===== src/rtl/ipv4_checksum_arbiter.sv =====
// Shares one combinational IPv4 header checksum calculator among NUM_REQ requesters.
// Define IPV4_CKSUM_FIXED_PRIO_EN for fixed-priority arbitration (default: round-robin).

module ipv4_checksum_calculator (
    input  logic [143:0] HDR,
    output logic [15:0]  CHECKSUM
);
    // Nine 16-bit words sum to at most 20 bits; two end-around passes always suffice.
    function automatic logic [15:0] ones_fold(input logic [19:0] acc);
        logic [16:0] s1;
        s1 = {1'b0, acc[15:0]} + {13'd0, acc[19:16]};
        return s1[15:0] + {15'd0, s1[16]};
    endfunction

    logic [19:0] word_sum;

    always_comb begin
        word_sum = '0;
        for (int i = 0; i < 9; i++) begin
            word_sum = word_sum + {4'd0, HDR[16*i +: 16]};
        end
        CHECKSUM = ~ones_fold(word_sum);
    end
endmodule

module ipv4_checksum_arbiter #(
    parameter int NUM_REQ = 4,
    parameter int ID_W    = $clog2(NUM_REQ)
) (
    input  logic                   CLK,
    input  logic                   RESETN,
    input  logic [NUM_REQ-1:0]     REQ_VALID,
    output logic [NUM_REQ-1:0]     REQ_READY,
    input  logic [NUM_REQ*144-1:0] REQ_HDR,
    output logic                   RSP_VALID,
    input  logic                   RSP_READY,
    output logic [ID_W-1:0]        RSP_ID,
    output logic [15:0]            RSP_CHECKSUM,
    output logic                   BUSY
);
    typedef enum logic [1:0] {IDLE, CALC, RESP} state_t;

    state_t          state_q, state_d;
    logic [143:0]    hdr_q;
    logic [143:0]    win_hdr;
    logic [ID_W-1:0] id_q;
    logic [ID_W-1:0] winner;
    logic [ID_W-1:0] cand;
    logic            any_valid;
    logic            accept;
    logic [15:0]     calc_checksum;

`ifndef IPV4_CKSUM_FIXED_PRIO_EN
    logic [ID_W-1:0] ptr_q;

    // Pointer advances past the served requester only once its response is taken.
    always_ff @(posedge CLK or negedge RESETN) begin
        if (!RESETN) begin
            ptr_q <= '0;
        end else if (state_q == RESP && RSP_READY) begin
            ptr_q <= (id_q == ID_W'(NUM_REQ - 1)) ? '0 : id_q + 1'b1;
        end
    end
`endif

    always_comb begin
        winner    = '0;
        any_valid = 1'b0;
        cand      = '0;
`ifdef IPV4_CKSUM_FIXED_PRIO_EN
        // Descending scan so the lowest valid index is the last one written.
        for (int i = NUM_REQ - 1; i >= 0; i--) begin
            cand = ID_W'(i);
            if (REQ_VALID[cand]) begin
                winner    = cand;
                any_valid = 1'b1;
            end
        end
`else
        for (int i = 0; i < NUM_REQ; i++) begin
            cand = (int'(ptr_q) + i >= NUM_REQ) ? ID_W'(int'(ptr_q) + i - NUM_REQ)
                                                 : ID_W'(int'(ptr_q) + i);
            if (!any_valid && REQ_VALID[cand]) begin
                winner    = cand;
                any_valid = 1'b1;
            end
        end
`endif
    end

    always_comb begin
        win_hdr = '0;
        for (int i = 0; i < NUM_REQ; i++) begin
            if (winner == ID_W'(i)) win_hdr = REQ_HDR[144*i +: 144];
        end
    end

    always_comb begin
        state_d   = state_q;
        REQ_READY = '0;
        accept    = 1'b0;
        case (state_q)
            IDLE: begin
                if (any_valid) begin
                    REQ_READY[winner] = 1'b1;
                    accept            = 1'b1;
                    state_d           = CALC;
                end
            end
            CALC:    state_d = RESP;
            RESP:    if (RSP_READY) state_d = IDLE;
            default: state_d = IDLE;
        endcase
    end

    assign BUSY = (state_q != IDLE);

    ipv4_checksum_calculator u_calc (
        .HDR      (hdr_q),
        .CHECKSUM (calc_checksum)
    );

    // Stage boundary: granted header captured, result registered one cycle later.
    always_ff @(posedge CLK or negedge RESETN) begin
        if (!RESETN) begin
            state_q      <= IDLE;
            id_q         <= '0;
            RSP_VALID    <= 1'b0;
            RSP_ID       <= '0;
            RSP_CHECKSUM <= '0;
        end else begin
            state_q <= state_d;
            if (accept) id_q <= winner;
            if (state_q == CALC) begin
                RSP_VALID    <= 1'b1;
                RSP_ID       <= id_q;
                RSP_CHECKSUM <= calc_checksum;
            end else if (state_q == RESP && RSP_READY) begin
                RSP_VALID <= 1'b0;
            end
        end
    end

    // Header is pure data; it is only consumed after a capture, so it carries no reset.
    always_ff @(posedge CLK) begin
        if (accept) hdr_q <= win_hdr;
    end
endmodule


===== config.mk =====
export PLATFORM = sky130hd
export DESIGN_NAME = ipv4_checksum_arbiter
export DESIGN_NICKNAME = d
export VERILOG_FILES = /design/src/rtl/ipv4_checksum_arbiter.sv
export SDC_FILE = /design/constraint.sdc
export NUM_CORES = 1
export LEC_CHECK = 0
export ABC_AREA = 0
export BUFFER_PORTS_ARGS = -buffer_cell sky130_fd_sc_hd__clkbuf_2
export CAP_MARGIN = 20
export CORE_AREA = 2 2 233 235
export CTS_CLUSTER_SIZE = 30
export DETAILED_ROUTE_END_ITERATION = 12
export DIE_AREA = 0 0 235 237
export PLACE_DENSITY = 0.63
export SYNTH_ARGS = -nofsm -noshare
export SYNTH_HDL_FRONTEND = slang
export SYNTH_SLANG_ARGS = --single-unit
export TNS_END_PERCENT = 50

===== constraint.sdc =====
create_clock -name CLK -period 14.3 [get_ports CLK]
set_clock_uncertainty 0.15 [all_clocks]
set_input_delay 0 -clock CLK [delete_from_list [all_inputs] [get_ports CLK]]
set_output_delay 0 -clock CLK [all_outputs]
set_load 0.005 [all_outputs]

After elaboration in Yosys (flattened, before gate mapping):

Index checks and enable logic that the tools add are counted.

* bits in registers: 169
* output and inout bits: 24
* logic and storage cells: 93
* input port bits: 583

* muxes and demuxes: 36
* $lt $le $gt $ge: 10
* bitwise gates (word level): 1
* equal/unequal tests: 8
* add/sub/neg operators: 18
* reductions and logical operators: 13

Operator list (number)
* 144-bit 2-to-1 mux: 4
* 20-bit by 16-bit adder with 20-bit output: 7
* 2-bit 2-to-1 mux: 11
* 16-bit by 16-bit adder with 17-bit output: 1
* 16-bit by 4-bit adder with 17-bit output: 1
* 16-bit by 1-bit adder with 16-bit output: 1
* 16-bit inverter: 1
* 2-bit by 3-bit less-than comparator with 1-bit output (second input constant): 5
* 1-bit 2-to-1 mux: 13
* 3-bit greater-or-equal comparator (second input constant): 3
* 1-bit binary-select mux with 2-bit select: 4
* 2-bit == test (second input constant): 4
* 4-bit 2-to-1 mux: 2
* 2-bit by 1-bit subtractor with 2-bit output (second input constant): 4
* 2-bit by 2-bit adder with 3-bit output (second input constant): 2
* 2-bit case mux with 3 select lines: 1
* 1-bit logical AND: 5
* 2-bit by 1-bit == test with 1-bit output (second input constant): 2
* 2-bit logical NOT: 2
* 2-bit != test (second input constant): 2
* 2-bit nonzero test: 2
* 2-bit by 1-bit adder with 3-bit output (second input constant): 1
* 2-bit by 3-bit greater-or-equal comparator with 1-bit output (second input constant): 1
* 1-bit logical NOT: 3
* 4 further kinds: 4

Logic depth before layout (Yosys ltp):

* depth after elaboration: 20
* gate-level depth with buffers: 42
* mapped depth without buffers: 42

Hierarchy:

Synthesis repeated with hierarchy kept, for this count alone.

* cell total of the unflattened synthesis: 1427
* area total of the unflattened synthesis: 14283.7 um2

By module, submodules not included
* ipv4_checksum_arbiter: area each 9580.4 um2, instances 1, cells an instance 883, seq. area each 4949.7 um2
* ipv4_checksum_calculator: area each 4703.3 um2, instances 1, cells an instance 544, seq. area each 0.0 um2

Worst setup path before layout:

No wires, ideal clock.

* kind: reg2reg
* start point: reg hdr_q[0]
* end point: reg RSP_CHECKSUM[15]
* path buffers: 1
* required time: 14.068 ns
* slack: 5.258 ns
* data arrival time: 8.810 ns
* library setup time: 0.082 ns
* stages on the path, launching flop included: 40
* clock period less this slack: 9.042 ns
* cells stage by stage: edfxtp_1 ha_1 inv_1 fa_1 nor2b_1 o21ai_0 a21boi_0 o21ai_0 a21boi_0 nor2_1 fa_1 inv_1 fa_1 fa_1 inv_1 fa_1 ha_1 buf_2 [4 not listed] a21oi_1 o21a_1 o21ai_0 nand2_1 xnor2_1 fa_1 nor2b_1 o21a_1 o21ai_0 nor3_4 o311a_2 ha_1 nand3_1 or3b_2 nor2b_1 inv_1 or4b_1 a31oi_1

* longest elaborated chain between the ends: 11

Ends and longest elaborated chain
* start, declared: RTL line 44 `logic [143:0] hdr_q;`
* start signal, assigned: RTL line 146 `if (accept) hdr_q <= win_hdr;`
* 16-bit by 16-bit adder with 17-bit output: RTL line 20 `word_sum = word_sum + {4'd0, HDR[16*i +: 16]};`
* 20-bit by 16-bit adder with 20-bit output (7 in a row): RTL line 20
* 16-bit by 4-bit adder with 17-bit output: RTL line 11 `s1 = {1'b0, acc[15:0]} + {13'd0, acc[19:16]};`
* 16-bit by 1-bit adder with 16-bit output: RTL line 12 `return s1[15:0] + {15'd0, s1[16]};`
* 16-bit inverter: RTL line 22 `CHECKSUM = ~ones_fold(word_sum);`
* end signal, assigned: RTL line 137 `RSP_CHECKSUM <= calc_checksum;`
* end, declared: RTL line 38 `output logic [15:0] RSP_CHECKSUM,`

Every way passes these cells.
A chain may end at the register's enable or synchronous reset.

Worst setup path after layout:

Same ends and word-level chain as after synthesis.

==> flow_summary.toml <==
[sta]
min_period_ns = 9.98
maxSlewHeadroom = 0.313
rsz0062_at_grt = "no"
fin_crit_sh = 0.698
fin_setup_tns_ns = 0
fmax_ghz = 0.100
drv_slew = 0
worst_pin_slew_ns = 1.03
finalSetupViolCount = 0
finalHoldViolations = 0

[clock_tree]
cts_setup_buffers = 0
tritoncts = "done"
root_buffer = "clkbuf_16"
clk_pin_slew_ns = 0.07
post_cts_resize_count = 0
clk_path_buf_depth = 2
numCtsBuffers = 17
cts_htree_levels = 4
clkSinkCount = 169
clock_latency_ns = 0.47

[floorplan]
core-area_um2 = 53300
initial_utilization = 0.273
die_area_um2 = 55700
die_width_um = 235
die_h_um = 237
io_pins = 607
row_count = 85

[setup_path]
r2r-end = "RSP_CHECKSUM[15]"
worstReg2RegStart = "hdr_q[0]"
worst-r2r-cell-count = 40
cp_slowest_cell = "or4b_2"
cp.required_ns = 14.54
crit_path_start_kind = "flip-flop"
rrSetupSlack_ns = 4.32
worstSetupPathType = "flip-flop to flip-flop"
worst_path_most_repeated_cell = "fa_1"
slowest_delay_ns = 0.63
startpoint = "hdr_q[0]"
arrival_ns = 10.22
critPathCapture = "RSP_CHECKSUM[15]"
end_kind = "flip-flop"
cp_max_fo = 9

[placed_design]
portBuffers = 606
gp_congestion = 0.934
hpwl_um = 48800
place_area_um2 = 18200

[layout]
fillers = 5349
drive_gt1_frac = 0.274
fin_nets = 3183
post-route-cell-area_um2 = 21800
syn_to_final_growth_pct = 49.8

[global_routing]
antenna_found_initial = 4
grt_pass1_vias = 15800
grt_overflow = 0
grtUsageTotal = 0.211
grt_pass1_wl_um = 89900
grt_max_degree = 104

[detailed_routing]
vias = 15300
drtPass1Iterations = 5
vias_per_cell = 4.82
wl_per_cell_um = 19.0
postRouteAntennaNets = 0
finalWirelength_um = 60300
drtIter0Drc = 851
drcViolationCount = 0

[yosys]
syn-instance-count = 1632
synth_edf_count = 144
synth.avg_cell_area_um2 = 8.92
synthFlopType = "edfxtp_1"
synthArstFlopShare = 0.148
yosysSeqAreaShare = 0.340
synth_cell_types = 74
synth-seq-cells = 169
synth_area_um2 = 14600
synth_nets = 2356
yosysWarnings = 0

[outcome]
status = "finished, final reports clean"

[job]
cap_violations = 0

[hold_path]
min_path_type = "input port to flip-flop"
-- logic make-up (layout without fill, tap and decap cells) --
| family | count (synthesis) | in the layout | share of synthesized area |
|---|---|---|---|
| AO/OA/AOI/OAI | 424 | 424 | 0.203 |
| XOR/XNOR | 35 | 35 | 0.0211 |
| adder cells (fa/ha/maj) | 141 | 141 | 0.171 |
| buffers and inverters | 275 | 1115 | 0.0717 |
| flip-flops | 169 | 169 | 0.340 |
| multiplexers | 3 | 3 | 0.00215 |
| other | 0 | 3 | 0 |
| AND/OR/NAND/NOR | 585 | 585 | 0.191 |
-- Yosys cell counts, types with 4 or more instances --
cell,n,area (um^2)
nand2b_1,5,31.3
a21oi_1,22,110
o2111ai_1,5,43.8
nand3_1,13,65.1
a21boi_0,6,45.0
nor3_1,10,50.1
o31ai_1,4,30.0
dfrtp_1,25,626
xor2_1,13,114
and2_1,150,938
edfxtp_1,144,4320
clkbuf_1,97,364
a211oi_1,152,1140
nand4_1,4,25.0
o21ai_0,31,155
o21a_1,8,60.1
nor2b_1,8,50.1
inv_1,172,646
or2_2,9,56.3
ha_1,44,551
a31oi_1,149,932
fa_1,97,1940
nor2_1,26,97.6
and3_1,9,56.3
xnor2_1,22,193
a21o_1,6,45.0
nand2_1,331,1240
-- through the flow --
step           hold slack (ns)  utilization  setup slack (ns)  cells
2_1_floorplan           -0.446            -              5.26   1632
3_3_place_gp            -0.109        0.341              4.52   2842
3_5_place_dp            -0.105        0.341              4.32   2842
4_1_cts                 0.0964        0.409              4.28   3168
5_1_grt                  0.163        0.409              3.54   3171
6_report                 0.138        0.409              4.32   3171
-- what timing repair did --
item	4_1_cts	5_1_grt
setup endpoints to repair	0	0
endpoints found under the hold margin	176	0
hold buffers	294	0
-- per-layer routing --
| layer | global-route usage | up-vias | wire (um) |
|---|---|---|---|
| met2 | 0.370 | 507 | 30300 |
| met1 | 0.261 | 7329 | 25500 |
| met4 | 0.0796 | 0 | 1920 |
| met5 | 0 | - | 0 |
| li1 | - | 7361 | - |
| met3 | 0.0305 | 89 | 2530 |
-- registers in the layout, summed over array words and instances, names as in the netlist --
register      cells
RSP_VALID         1
RSP_ID            2
RSP_CHECKSUM     16
state_q           2
hdr_q           144
id_q              2
ptr_q             2
-- area by class of cell --
cell class / count / area [um^2] / share of cell area
diodes: 3 / 7.51 / 0.000344
clock buffers: 17 / 425 / 0.0195
clock inverters: 15 / 223 / 0.0102
inverters: 172 / 651 / 0.0298
multi-input cells: 1188 / 8600 / 0.395
flip-flops and latches: 169 / 4950 / 0.227
well taps: 696 / 871 / 0.0400
repair buffers: 911 / 6070 / 0.278
-- cell usage in the layout, fill, tap and decap left out, types with 17 or more instances in the layout --
cell / synthesis / routed
dfrtp_1: 25 / 25
xnor2_1: 22 / 22
o21ai_0: 31 / 31
a211oi_1: 152 / 152
edfxtp_1: 144 / 144
dlygate4sd3_1: 0 / 293
clkbuf_16: 0 / 17
clkbuf_2: 0 / 606
nor2_1: 26 / 26
inv_1: 172 / 171
ha_1: 44 / 44
fa_1: 97 / 97
nand2_1: 331 / 331
a21oi_1: 22 / 22
and2_1: 150 / 150
a31oi_1: 149 / 149
-- critical path, delay by kind of cell, from the launching register on --
family                   cells  cell delay (ns)
buffers and inverters        4             0.27
XOR/XNOR                     1             0.14
flip-flops                   1             0.34
adder cells (fa/ha/maj)      9             3.31
AO/OA/AOI/OAI               15             2.64
AND/OR/NAND/NOR             11             3.07
-- how the worst min path moves through the flow --
stage	startpoint	endpoint	slack, ns	depth (start not counted)
2_1_floorplan	RESETN	RSP_CHECKSUM[0]	-0.45	0
3_3_place_gp	RESETN	RSP_CHECKSUM[10]	-0.11	1
3_5_place_dp	RESETN	RSP_CHECKSUM[6]	-0.10	1
4_1_cts	RSP_READY	state_q[1]	0.1	3
5_1_grt	RSP_READY	state_q[1]	0.16	3
6_report	RSP_READY	state_q[1]	0.14	3
Power is not shown: default switching activity piles up to over one toggle a cycle in this logic, so the estimate is an artifact.
